`config.mk`:
```
export PLATFORM = sky130hd
export DESIGN_NAME = heap_feeder
export DESIGN_NICKNAME = d
export VERILOG_FILES = /design/src/rtl/heap_pkg.sv /design/src/rtl/heap_feed_gap.sv /design/src/rtl/heap_feeder.sv
export SDC_FILE = /design/constraint.sdc
export NUM_CORES = 1
export LEC_CHECK = 0
export ABC_AREA = 0
export CORE_ASPECT_RATIO = 0.7
export CORE_MARGIN = 2
export CORE_UTILIZATION = 55
export CTS_BUF_LIST = sky130_fd_sc_hd__clkbuf_8
export CTS_CLUSTER_SIZE = 14
export DETAILED_ROUTE_END_ITERATION = 8
export GPL_ROUTABILITY_DRIVEN = 0
export PLACE_DENSITY = 0.85
export SETUP_SLACK_MARGIN = 0.05
export SYNTH_ARGS = -nofsm -noshare
export SYNTH_HDL_FRONTEND = slang
export SYNTH_SLANG_ARGS = --single-unit
```
`constraint.sdc`:
```
create_clock -name clk -period 5.25 [get_ports clk]
set_input_delay 0.525 -clock clk [delete_from_list [all_inputs] [get_ports clk]]
set_output_delay 0.525 -clock clk [all_outputs]
set_load 0.01 [all_outputs]
```
`src/rtl/heap_pkg.sv`:
```
// heap_pkg: constants and helpers shared by the heap sorter and its feeder.
// Contents: entry flag codes, feeder state encoding, heap size from level
// count, and the {flag, payload, key} entry packer.
package heap_pkg;
  localparam logic [1:0] FLAG_NORMAL = 2'b00;
  localparam logic [1:0] FLAG_MIN = 2'b01;
  localparam logic [1:0] FLAG_MAX = 2'b11;
  typedef enum logic [2:0] {ST_IDLE, ST_INIT, ST_WAIT, ST_RUN, ST_FLUSH, ST_DRAIN} feed_state_t;
  function automatic int heap_size(input int nlevels);
    return (2 << nlevels) - 1;
  endfunction
  // Right-justified {flag, payload, key}; callers truncate to their entry width.
  function automatic logic [63:0] pack_entry(input logic [1:0] flag, input logic [63:0] payload,
                                             input logic [63:0] key, input int key_w, input int pay_w);
    logic [63:0] km, pm;
    km = (64'd1 << key_w) - 64'd1;
    pm = (64'd1 << pay_w) - 64'd1;
    return ({62'd0, flag} << (key_w + pay_w)) | ((payload & pm) << key_w) | (key & km);
  endfunction
endpackage

```
`src/rtl/heap_feed_gap.sv`:
```
// heap_feed_gap: loadable down-counter that stops at zero and flags it.
// Ports: clk, rstn (async, active-low), load/val (load a new count),
// zero (count has reached 0).
module heap_feed_gap #(
  parameter int W = 4
) (
  input  logic         clk,
  input  logic         rstn,
  input  logic         load,
  input  logic [W-1:0] val,
  output logic         zero
);
  logic [W-1:0] cnt;
  always_ff @(posedge clk or negedge rstn)
    if (!rstn) cnt <= '0;
    else if (load) cnt <= val;
    else if (cnt != '0) cnt <= cnt - W'(1);
  assign zero = cnt == '0;
endmodule

```
`src/rtl/heap_feeder.sv`:
```
// heap_feeder: turns a per-frame valid/ready score stream into heap
// din/en/init/flush strobes, with insert spacing and per-frame init/flush/drain.
// Ports: clk, rstn (async, active-low); s_valid/s_ready/s_key/s_payload/s_sof/
// s_eof input stream; heap_din/heap_en/heap_init/heap_flush heap side;
// busy, frame_done (pulse), proto_err (sticky framing error).
// Build option HEAP_FEED_THRESH_EN adds thresh (keys below it are dropped)
// and drop_cnt (saturating per-frame drop count).
module heap_feeder import heap_pkg::*; #(
  parameter int DATA_WIDTH = 32,
  parameter int KEY_WIDTH = 16,
  parameter int NLEVELS = 2,
  parameter int ISSUE_GAP = 2,
  parameter int INIT_WAIT = 2
) (
  input  logic                            clk,
  input  logic                            rstn,
  input  logic                            s_valid,
  output logic                            s_ready,
  input  logic [KEY_WIDTH-1:0]            s_key,
  input  logic [DATA_WIDTH-KEY_WIDTH-3:0] s_payload,
  input  logic                            s_sof,
  input  logic                            s_eof,
  output logic [DATA_WIDTH-1:0]           heap_din,
  output logic                            heap_en,
  output logic                            heap_init,
  output logic                            heap_flush,
  output logic                            busy,
  output logic                            frame_done,
`ifdef HEAP_FEED_THRESH_EN
  input  logic [KEY_WIDTH-1:0]            thresh,
  output logic [15:0]                     drop_cnt,
`endif
  output logic                            proto_err
);
  localparam int PW = DATA_WIDTH - 2 - KEY_WIDTH;
  localparam int DRAIN_LEN = 2 * heap_size(NLEVELS) + 4;
  localparam int GW = $clog2(ISSUE_GAP + 1);
  localparam int SW = $clog2(DRAIN_LEN + INIT_WAIT + 1);
  feed_state_t state;
  logic hold_valid, hold_eof, eof_sent;
  logic [KEY_WIDTH-1:0] hold_key;
  logic [PW-1:0] hold_pay;
  logic gap_zero, seq_zero, accept, keep_s, keep_h, issue_h, issue_s, seq_load;
  logic [SW-1:0] seq_val;
  assign busy = state != ST_IDLE;
  assign s_ready = state == ST_IDLE || (state == ST_RUN && gap_zero && !hold_valid && !eof_sent);
  assign accept = s_valid && s_ready;
`ifdef HEAP_FEED_THRESH_EN
  assign keep_s = s_key >= thresh;
  assign keep_h = hold_key >= thresh;
`else
  assign keep_s = 1'b1;
  assign keep_h = 1'b1;
`endif
  // The held sof beat issues on the WAIT->RUN edge so heap_en lands in the first RUN cycle.
  assign issue_h = state == ST_WAIT && seq_zero && keep_h;
  assign issue_s = state == ST_RUN && accept && keep_s;
  // One counter times both the post-init wait and the post-flush drain.
  assign seq_load = state == ST_INIT || (state == ST_FLUSH && gap_zero);
  assign seq_val = state == ST_INIT ? SW'(INIT_WAIT - 1) : SW'(DRAIN_LEN);
  heap_feed_gap #(.W(GW)) u_gap (
    .clk(clk), .rstn(rstn), .load(issue_h || issue_s), .val(GW'(ISSUE_GAP - 1)), .zero(gap_zero)
  );
  heap_feed_gap #(.W(SW)) u_seq (
    .clk(clk), .rstn(rstn), .load(seq_load), .val(seq_val), .zero(seq_zero)
  );
  always_ff @(posedge clk or negedge rstn)
    if (!rstn) begin
      state <= ST_IDLE;
      hold_valid <= 1'b0;
      hold_eof <= 1'b0;
      hold_key <= '0;
      hold_pay <= '0;
      eof_sent <= 1'b0;
      heap_din <= '0;
      heap_en <= 1'b0;
      heap_init <= 1'b0;
      heap_flush <= 1'b0;
      frame_done <= 1'b0;
      proto_err <= 1'b0;
    end else begin
      heap_en <= issue_h || issue_s;
      heap_init <= state == ST_IDLE && accept && s_sof;
      heap_flush <= state == ST_FLUSH && gap_zero;
      frame_done <= state == ST_DRAIN && seq_zero;
      if (issue_h) heap_din <= DATA_WIDTH'(pack_entry(FLAG_NORMAL, 64'(hold_pay), 64'(hold_key), KEY_WIDTH, PW));
      else if (issue_s) heap_din <= DATA_WIDTH'(pack_entry(FLAG_NORMAL, 64'(s_payload), 64'(s_key), KEY_WIDTH, PW));
      if (accept && ((state == ST_IDLE && !s_sof) || (state == ST_RUN && s_sof))) proto_err <= 1'b1;
      case (state)
        ST_IDLE: if (accept && s_sof) begin
          state <= ST_INIT;
          hold_valid <= 1'b1;
          hold_key <= s_key;
          hold_pay <= s_payload;
          hold_eof <= s_eof;
          eof_sent <= 1'b0;
        end
        ST_INIT: state <= ST_WAIT;
        ST_WAIT: if (seq_zero) begin
          state <= ST_RUN;
          hold_valid <= 1'b0;
          eof_sent <= hold_eof;
        end
        ST_RUN: if (eof_sent) state <= ST_FLUSH;
          else if (accept) eof_sent <= s_eof;
        ST_FLUSH: if (gap_zero) state <= ST_DRAIN;
        ST_DRAIN: if (seq_zero) state <= ST_IDLE;
        default: state <= ST_IDLE;
      endcase
    end
`ifdef HEAP_FEED_THRESH_EN
  logic drop;
  assign drop = (state == ST_WAIT && seq_zero && !keep_h) || (state == ST_RUN && accept && !keep_s);
  always_ff @(posedge clk or negedge rstn)
    if (!rstn) drop_cnt <= '0;
    else if (state == ST_DRAIN && seq_zero) drop_cnt <= '0;
    else if (drop && drop_cnt != 16'hffff) drop_cnt <= drop_cnt + 16'd1;
`endif
endmodule

```
* After elaboration in Yosys (flattened, before gate mapping)
Cells that the tools add are included.
** Operators by class
- Add/subtract/negate cells :: 2
- Equal/unequal tests :: 10
- Mux-type cells :: 21
- Bitwise gates (word level) :: 2
- Reductions and logical operators :: 36
** Operators with widths (number)
- $mux W32 :: 2
- $or A30 B16 Y30 :: 2
- $pmux W3 S6 :: 1
- $mux W3 :: 5
- $mux W5 :: 3
- $logic_and A1 B1 Y1 :: 14
- $reduce_bool A2 Y1 :: 5
- $ne A2 B2 Y1 const B :: 4
- $eq A3 B2 Y1 const B :: 2
- $eq A3 B3 Y1 const B :: 2
- $mux W1 :: 6
- $reduce_and A3 Y1 :: 2
- $reduce_bool A3 Y1 :: 2
- $logic_not A5 Y1 :: 1
- $reduce_and A5 Y1 :: 1
- $reduce_bool A5 Y1 :: 1
- $sub A5 B1 Y5 const B :: 1
- $logic_or A1 B1 Y1 :: 4
- $mux W2 :: 2
- $eq A3 B1 Y1 const B :: 1
- $logic_not A1 Y1 :: 3
- $logic_not A3 Y1 :: 1
- $pmux W1 S3 :: 1
- $logic_not A2 Y1 :: 1
- other kinds (4) :: 4
** Storage, ports and cells
- Bits in registers :: 80
- Input bits :: 35
- Output and inout port bits :: 39
- Word-level logic and storage cells :: 85

* Longest topological paths before layout
Gate-level depths: netlist (run 1).
- Depth in word-level cells :: 9
- Gate-level depth with buffers :: 8
- Gate-level depth less buffers :: 6

* Hierarchy
Synthesis (run 1) repeated with hierarchy kept, for this count alone.
** Unflattened totals
- Cells, all modules :: 339
- Area, all modules :: 3661.0 µm²
** By module, submodules not included
- heap_feeder :: times used 1, cells an instance 300, area an instance 3268.1 µm², sequential area each 1776.7 µm²
- heap_feed_gap at u_seq :: times used 1, cells an instance 27, area an instance 279.0 µm², sequential area each 125.1 µm²
- heap_feed_gap at u_gap :: times used 1, cells an instance 12, area an instance 113.9 µm², sequential area each 50.0 µm²

* Worst setup path before layout (run 1)
OpenSTA, ideal clock, no wires.
- Kind :: reg2reg
- From :: register u_gap.cnt[0]
- To :: register heap_din[15]
- Setup time :: 0.073 ns
- Arrival time :: 1.602 ns
- Required time :: 5.177 ns
- Slack :: 3.575 ns
- Cell stages (with the launch flop) :: 8
- Buffers on the path :: 1
- Period minus slack after synthesis :: 1.675 ns
- Path through :: dfrtp_1 > inv_1 > ha_1 > and2b_1 > nand4b_1 > a21oi_4 > buf_6 > a2bb2oi_2
** Between the ends
- Cells in the longest elaborated chain, start to end :: 8
** RTL lines
- start, declared :: line heap_feed_gap.sv:13 : logic [W-1:0] cnt;
- start signal, assigned :: line heap_feed_gap.sv:16 : else if (load) cnt <= val;
- start signal, assigned :: line heap_feed_gap.sv:17 : else if (cnt != '0) cnt <= cnt - W'(1);
- $logic_not A2 Y1 :: line heap_feed_gap.sv:18 : assign zero = cnt == '0;
- $logic_and A1 B1 Y1 (3 in a row) :: line heap_feeder.sv:46 : assign s_ready = state == ST_IDLE || (state == ST_RUN && gap_zero && !hold_valid && !eof_sent);
- $logic_or A1 B1 Y1 :: line heap_feeder.sv:46
- $logic_and A1 B1 Y1 :: line heap_feeder.sv:47 : assign accept = s_valid && s_ready;
- $logic_and A1 B1 Y1 :: line heap_feeder.sv:57 : assign issue_s = state == ST_RUN && accept && keep_s;
- $reduce_bool A2 Y1 (no line)
- end signal, assigned :: line heap_feeder.sv:86 : if (issue_h) heap_din <= DATA_WIDTH'(pack_entry(FLAG_NORMAL, 64'(hold_pay), 64'(hold_key), KEY_WIDTH, PW));
- end signal, assigned :: line heap_feeder.sv:87 : else if (issue_s) heap_din <= DATA_WIDTH'(pack_entry(FLAG_NORMAL, 64'(s_payload), 64'(s_key), KEY_WIDTH, PW));
- end, declared :: line heap_feeder.sv:23 : output logic [DATA_WIDTH-1:0] heap_din,
Every way passes these cells.
A chain may end at the register's enable or synchronous reset.

* Worst setup path after layout (run 1)
- From :: register state[0]
- To :: output port s_ready
** Between the ends
- Cells in the longest elaborated chain, start to end :: 5
- Elaborated cells on any way between the ends :: 6
- Those cells by class :: eq/ne (1); reduce/logical (5)
** RTL lines
- start, declared :: line heap_feeder.sv:39 : feed_state_t state;
- start signal, assigned :: line heap_feeder.sv:69 : state <= ST_IDLE;
- start signal, assigned :: line heap_feeder.sv:91 : state <= ST_INIT;
- start signal, assigned :: line heap_feeder.sv:98 : ST_INIT: state <= ST_WAIT;
- $eq A3 B2 Y1 :: line heap_feeder.sv:46
- $logic_and A1 B1 Y1 (3 in a row) :: line heap_feeder.sv:46
- $logic_or A1 B1 Y1 (*) :: line heap_feeder.sv:46
- end, declared :: line heap_feeder.sv:18 : output logic s_ready,
Mark *: on every way between the ends. The rest lies on a longest branch, timed or not.

==> results.yml, run 1 <==
power_and_ir_drop:
  finalPower_mw: 2.73
  p_per_area_nw_per_um2: 618
  ir_drop_v: 0.000291
  p_leak_nw: 1.81
worst_setup_path:
  path_cells: "nand2b_1, nor3b_1, a21oi_1, nor2_1, clkdlybuf4s50_1"
  worst_path_max_delay_cell: "dfrtp_1"
  end_kind: "output port"
  path_buf_inv: 1
  cp_max_fo: 13
  crit_family: "flip-flops"
  arrival_ns: 2.12
  cp-start-kind: "register"
  timing_worst_setup_path_type: "register to output port"
  cpPeakStageDelay_ns: 0.58
  worstSetupPathDepth: 5
  reg2reg_depth: 7
  required_ns: 4.72
global_route:
  grt_busiest_layer: "met2"
  grt_use_met2_pct: 33.3
  grt_pass1_wl_microns: 11900
  grt_start_max_net_pins: 79
  grt_overflow: 0
  met1_usage_pct: 31.6
  grt_pass1_vias: 2374
  grt_usage_pct: 22.0
  antenna_found_initial: 0
  met3_usage_pct: 6.23
clock_network:
  clkSinkCount: 78
  clkSlewWorstSetupHoldPaths_ns: 0.08
  cts_tree: "built"
  cts-root-to-sink-buffers: 2
  ctsHoldBuffers: 0
  postCtsSetupBuffers: 0
  cts_root_buf: "clkbuf_8"
  postCtsResizedCells: 0
  cts-buffers-inserted: 9
  clock_latency_ns: 0.35
  htree_num_levels: 3
yosys:
  ys_seq_elements: 78
  yosysUniqueCellTypes: 37
  syn_area_sq_um: 3510
  synth_top_flop_cell: "dfrtp_1"
  syn_area_per_cell_sq_um: 13.1
  yosysWarningCount: 0
  syn-instance-count: 267
  synth_most_common_cell: "dfrtp_1"
  synth_enable_flop_cells: 0
  ys_seq_area_share_pct: 55.7
  async_flop_share_pct: 100
  synthTopCellsByCount: "dfrtp_1 (78), mux2_2 (31), o22ai_1 (31)"
  synth_top_cell_area_share_pct: 55.7
  synth_top_area_cell: "dfrtp_1"
  synthTopCellsByArea: "dfrtp_1 (56%), a2bb2oi_2 (12%), mux2_2 (10%)"
placement:
  dp_cells: 397
  place_ws_ns: 2.66
  place_area_sq_um: 4220
  hpwl_microns: 4750
  io_buffers: 71
layout:
  area_delta_synth_final_pct: 26.1
  fin_area_sq_um: 4420
  utilization_pct: 71.5
  drive_gt1_share_pct: 24.8
  fin_nets: 368
  n_antenna_cell: 0
  final_cells: 413
timing:
  worstMarginPinSlew_ns: 1.09
  slew_viol_final: 0
  setup-tns-final_ns: 0
  max_freq_ghz: 0.377
  hold_viol: 0
  slew-limit-headroom_pct: 27.1
  period_needed_ns: 2.65
  setup_violations: 0
  finalCritPeriodShare_pct: 50.5
  holdWs_ns: 0.329
  worst_slack_ns: 2.60
  rsz0062_at_grt: "no"
  clock_skew_ns: 0.00745
floorplanning:
  die_area_sq_um: 7040
  ios: 74
  core_area_sq_um: 6190
  num_rows: 24
  start_util_pct: 56.7
  die_h_microns: 70.8
  die_w_microns: 99.4
min_path:
  hp-class: "input pin to async pin"
flow_run:
  drv_cap: 0
drt:
  dr.pass1.iters: 4
  routed-via-count: 2387
  ant_nets: 0
  via_per_inst: 5.78
  dr.first_iter.drc_count: 180
  drc: 0
  drt_wl_total_microns: 7400
  wl_per_cell_microns: 17.9
run_status:
  status: "finished, final reports clean"
-- cell families after synthesis --
group	count (synthesis)	share of synthesized area [%]
compound gates	81	21.8
xor+xnor	4	0.999
fa+ha+maj	3	1.07
buf+inv	30	4.60
flops	78	55.7
mux	31	9.96
other cells	1	0.107
simple gates	39	5.82
-- report_power, final --
| group | total [mW] | internal, mW | switching [mW] | leakage, nW |
|---|---|---|---|---|
| Combinational | 1.17 | 0.669 | 0.497 | 0.783 |
| Clock | 0.460 | 0.235 | 0.225 | 0.103 |
| Sequential | 1.11 | 0.894 | 0.214 | 0.925 |
| Total | 2.73 | 1.80 | 0.936 | 1.81 |
-- final timing paths --
kind,from,end,slack (ns)
hold reg to reg,proto_err,proto_err,0.48
setup / recovery,state[0],s_ready,2.60
hold / removal,rstn,heap_din[4],0.33
min in group clk,proto_err,proto_err,0.48
setup reg to reg,u_seq.cnt[0],heap_din[6],2.65
max in group asynchronous,rstn,heap_din[13],4.31
-- sequential cells by signal (all words and copies together), names as in the netlist, 2 cells and up --
name,flops
u_gap.cnt,2
hold_key,16
heap_din,30
state,3
u_seq.cnt,5
hold_pay,14
-- per-layer routing --
metal	up-vias	routed length (microns)
li1	1109	-
met1	1185	3440
met2	86	3470
met3	7	447
met4	0	46
met5	-	0
-- cell type report --
| type | count | area, sq um |
|---|---|---|
| sequential | 78 | 1950 |
| fill | 443 | 1760 |
| tap | 78 | 97.6 |
| inverter | 7 | 26.3 |
| clock buffer | 10 | 138 |
| multi-input combinational | 160 | 1410 |
| timing repair buffer | 74 | 731 |
| clock inverter | 6 | 68.8 |
-- cells in the final DEF, fill, tap and decap left out, types with 2 or more instances in the layout --
cell / n
xnor2_1: 2
o21ai_0: 6
a31oi_1: 3
o22ai_1: 31
dfrtp_1: 78
nor2_1: 9
clkinv_4: 2
a2bb2oi_1: 2
nor3b_1: 2
a2bb2oi_2: 28
buf_4: 4
conb_1: 2
nor3_1: 4
a21oi_1: 5
nand2_1: 11
xor2_1: 2
mux2_2: 31
inv_1: 7
clkdlybuf4s50_1: 70
ha_1: 3
nor2b_1: 2
nand2b_1: 3
clkbuf_8: 10
No activity file was read; power rests on OpenSTA's default activity.
==> run 2, diff against run 1 <==
- CORE_UTILIZATION: 55 -> 53
- PLACE_DENSITY: 0.85 -> 0.83
- clock period: 5.25 -> 2.7 ns (I/O delays scaled with it)
==> run 2 against run 1 <==
Clock skew up 0.0053 ns. Clock power up 93%. Sequential power up 95%. Total power up 97%. Non-clock buffer count up 4. Clock-buffer cell count up 1. Critical path type unchanged. Critical endpoint unchanged. Largest cell class unchanged. Largest power group unchanged. Highest routed layer unchanged.
==> results.yml, run 2 (same netlist as run 1, synthesis figures left out) <==
run_status:
  status: "finished, final reports clean"
min_path:
  hp-class: "input pin to async pin"
power_and_ir_drop:
  p_per_area_nw_per_um2: 1210
  p_leak_nw: 1.84
  ir_drop_v: 0.000562
worst_setup_path:
  end_kind: "output port"
  reg2reg_depth: 7
  arrival_ns: 2.07
  cp_max_fo: 13
  cp-start-kind: "register"
  timing_worst_setup_path_type: "register to output port"
  required_ns: 2.43
layout:
  largest_reg_flops: 30
  regMostFlops: "heap_din"
  final_cell_mix: "dfrtp_1 (78), clkdlybuf4s50_1 (70), o22ai_1 (31), mux2_2 (31), a2bb2oi_2 (28)"
  reg_top3: "heap_din x30, hold_key x16, hold_pay x14"
  seq_area_sq_um: 1950
  n_antenna_cell: 0
  fin_nets: 372
  drive_gt1_share_pct: 24.8
  multi_input_area_sq_um: 1410
  final_cells: 417
  fin_area_sq_um: 4460
  fillers: 439
  mostFrequentLayoutCell: "dfrtp_1"
  area_delta_synth_final_pct: 27.2
drt:
  ant_nets: 0
  dr.pass1.iters: 4
  wl_per_cell_microns: 18.6
  routed-via-count: 2451
  via_per_inst: 5.88
  drt_wl_total_microns: 7740
  dr.first_iter.drc_count: 184
  drc: 0
clock_network:
  cts_root_buf: "clkbuf_8"
  postCtsResizedCells: 0
  clock_latency_ns: 0.36
  cts-root-to-sink-buffers: 2
  cts_tree: "built"
  clkSlewWorstSetupHoldPaths_ns: 0.08
  clkSinkCount: 78
  cts-buffers-inserted: 9
  ctsHoldBuffers: 0
  postCtsSetupBuffers: 0
  htree_num_levels: 3
timing:
  slew_viol_final: 0
  hold_viol: 0
  worstMarginPinSlew_ns: 0.960
  rsz0062_at_grt: "no"
  max_freq_ghz: 0.428
  finalCritPeriodShare_pct: 86.6
  setup-tns-final_ns: 0
  clock_skew_ns: 0.0127
  setup_violations: 0
  slew-limit-headroom_pct: 36.0
  period_needed_ns: 2.34
  holdWs_ns: 0.0506
  worst_slack_ns: 0.362
floorplanning:
  core_area_sq_um: 6310
  die_h_microns: 72.0
  start_util_pct: 55.6
  ios: 74
  die_area_sq_um: 7290
  num_rows: 24
  die_w_microns: 101
placement:
  hpwl_microns: 5100
  place_area_sq_um: 4260
  io_buffers: 71
  place_ws_ns: 0.695
  dp_cells: 401
global_route:
  grt_usage_pct: 22.6
  grt_pass1_vias: 2504
  grt_overflow: 0
  antenna_found_initial: 0
  grt_pass1_wl_microns: 12600
  grt_start_max_net_pins: 79
flow_run:
  drv_cap: 0
-- run 2: critical path: stages, from the launching register on --
cell             delay (ns)
dfrtp_1                0.60
nand2b_1               0.18
nor3b_1                0.21
a21oi_1                0.09
nor2_1                 0.10
clkdlybuf4s50_1        0.54
-- run 2: metal layers --
layer	wire [microns]	share of wire, %	track usage [%]
met4	89	1.2	8.56
met2	3530	46	33.8
met3	449	5.8	5.68
met1	3670	47	32.1
met5	0	0	0
-- run 2: stage by stage --
step	power (mW)	utilization [%]
final	5.39	70.7
after global routing	5.69	70.7
after floorplan	3.57	-
after global placement	4.40	67.5
after CTS	5.41	70.7
after detailed placement	4.52	67.5
-- run 2: worst paths after layout --
path / end / start / slack [ns]
worst max register to register: heap_din[19] / u_seq.cnt[0] / 0.65
max in group asynchronous: u_gap.cnt[0] / rstn / 2.01
worst max-delay path: s_ready / state[0] / 0.36
worst min-delay path: hold_key[5] / rstn / 0.05
worst min register to register: proto_err / proto_err / 0.47
min in group clk: proto_err / proto_err / 0.47
-- run 2: layout make-up --
class / count / area share, %
clock buffer: 11 / 3.40
tap: 78 / 2.19
timing repair buffer: 78 / 17.3
inverter: 7 / 0.589
sequential: 78 / 43.8
clock inverter: 5 / 1.12
multi-input combinational: 160 / 31.6
-- run 2: power breakdown --
| part | switching, mW | leakage, nW | internal (mW) |
|---|---|---|---|
| Clock | 0.416 | 0.114 | 0.472 |
| Combinational | 0.997 | 0.806 | 1.34 |
| Sequential | 0.426 | 0.925 | 1.74 |
==> run 3, diff against run 2 <==
- GPL_TIMING_DRIVEN: unset -> 0
==> run 3 against run 2 <==
Wire length about the same. Die area unchanged. Global-route usage grew 0.19 points.
==> results.yml, run 3 (same netlist as run 1, synthesis figures left out) <==
layout:
  reg_top3: "heap_din x30, hold_key x16, hold_pay x14"
  fillers: 442
  utilization_pct: 73.1
  final_cell_mix: "dfrtp_1 (78), clkdlybuf4s50_1 (70), o22ai_1 (31), mux2_2 (31), a2bb2oi_2 (28)"
  mostFrequentLayoutCell: "dfrtp_1"
  n_antenna_cell: 0
  fin_area_sq_um: 4610
  regMostFlops: "heap_din"
  seq_area_sq_um: 1950
  fin_nets: 390
  multi_input_area_sq_um: 1400
  area_delta_synth_final_pct: 31.4
  largest_reg_flops: 30
  drive_gt1_share_pct: 26.3
global_route:
  antenna_found_initial: 0
  grt_use_met2_pct: 35.8
  grt_pass1_vias: 2578
  grt_busiest_layer: "met2"
  grt_pass1_wl_microns: 12700
  met1_usage_pct: 31.4
  grt_usage_pct: 22.8
  met3_usage_pct: 7.71
  grt_start_max_net_pins: 63
  grt_overflow: 0
timing:
  hold_viol: 0
  slew-limit-headroom_pct: 53.8
  max_freq_ghz: 0.405
  slew_viol_final: 0
  finalCritPeriodShare_pct: 91.5
  worstMarginPinSlew_ns: 0.693
  worst_slack_ns: 0.229
  period_needed_ns: 2.47
  clock_skew_ns: 0.00777
  setup-tns-final_ns: 0
  rsz0062_at_grt: "no"
  setup_violations: 0
floorplanning:
  num_rows: 24
  ios: 74
  die_area_sq_um: 7290
  core_area_sq_um: 6310
  die_h_microns: 72.0
  die_w_microns: 101
  start_util_pct: 55.6
run_status:
  status: "finished, final reports clean"
drt:
  dr.pass1.iters: 4
  drt_wl_total_microns: 7730
  routed-via-count: 2444
  drc: 0
  wl_per_cell_microns: 17.8
  via_per_inst: 5.62
  ant_nets: 0
  dr.first_iter.drc_count: 98
clock_network:
  clock_latency_ns: 0.35
  cts-buffers-inserted: 9
  htree_num_levels: 3
  cts_tree: "built"
  cts-root-to-sink-buffers: 2
  postCtsSetupBuffers: 0
  cts_root_buf: "clkbuf_8"
  clkSinkCount: 78
  clkSlewWorstSetupHoldPaths_ns: 0.08
worst_setup_path:
  end_kind: "output port"
  arrival_ns: 2.20
  required_ns: 2.43
  timing_worst_setup_path_type: "register to output port"
  cp-start-kind: "register"
  cp_max_fo: 10
power_and_ir_drop:
  ir_drop_v: 0.000653
  clockPowerShare_pct: 19.5
  swShare_pct: 32.9
  p_leak_nw: 1.91
  internal_power_mw: 3.76
  seqPwrFrac_pct: 37.8
  power_switching_mw: 1.85
  finalPower_mw: 5.60
  power_frac_comb_pct: 42.7
  p_per_area_nw_per_um2: 1220
placement:
  io_buffers: 71
  place_ws_ns: 0.626
  place_area_sq_um: 4340
  hpwl_microns: 5450
min_path:
  hp-class: "input pin to async pin"
flow_run:
  drv_cap: 0
[run 3: stage by stage]
step | cells | hold WS, ns
final | 435 | 0.327
after global routing | 435 | 0.343
after CTS | 435 | 0.322
after detailed placement | 418 | 0.157
after global placement | 417 | 0.446
after floorplan | 268 | -0.0256
[run 3: layout make-up]
class	instances	share of cell area [%]
buffer	23	2.93
multi-input combinational	160	30.3
inverter	7	0.570
clock inverter	5	2.25
sequential	78	42.4
timing repair buffer	73	16.2
clock buffer	11	3.29
tap	78	2.12
[run 3: path summary, 6_finish.rpt]
path | slack, ns | end | start | depth (start not counted)
max | 0.23 | s_ready | state[0] | 6
min | 0.33 | hold_key[10] | rstn | 2
min in group clk | 0.49 | proto_err | proto_err | 1
min reg2reg | 0.49 | proto_err | proto_err | 1
max in group asynchronous | 1.80 | hold_pay[8] | rstn | 3
max reg2reg | 0.59 | heap_din[24] | u_seq.cnt[0] | 8
[run 3: timing repair]
| item | 4_1_cts | 5_1_grt |
|---|---|---|
| endpoints found under the setup margin | 0 | 0 |
| endpoints found under the hold margin | 16 | 0 |
| gates resized for setup | 0 | 0 |
| hold buffers | 1 | 0 |
[run 3: power by group through the flow]
stage               logic (mW)  registers (mW)  clock network [mW]
finish                    2.39            2.12                1.09
global route              2.60            2.18                1.16
CTS                       2.41            2.12                1.11
detailed placement        2.39            2.12                   0
global placement          2.31            2.10                   0
floorplan                 1.41            2.16                   0
[run 3: layer usage]
layer / up-vias / part of all wire (%)
met2: 75 / 46
met1: 1206 / 47
met4: 0 / 0.84
met5: - / 0
li1: 1153 / -
met3: 10 / 6.1
[run 3: critical path, cell delays in order, from the launching register on]
cell and delay [ns]:
dfrtp_1 0.39, clkbuf_1 0.31, nand2b_1 0.17, nor3b_1 0.25, a21oi_1 0.10, nor2_1 0.09
clkdlybuf4s50_1 0.55
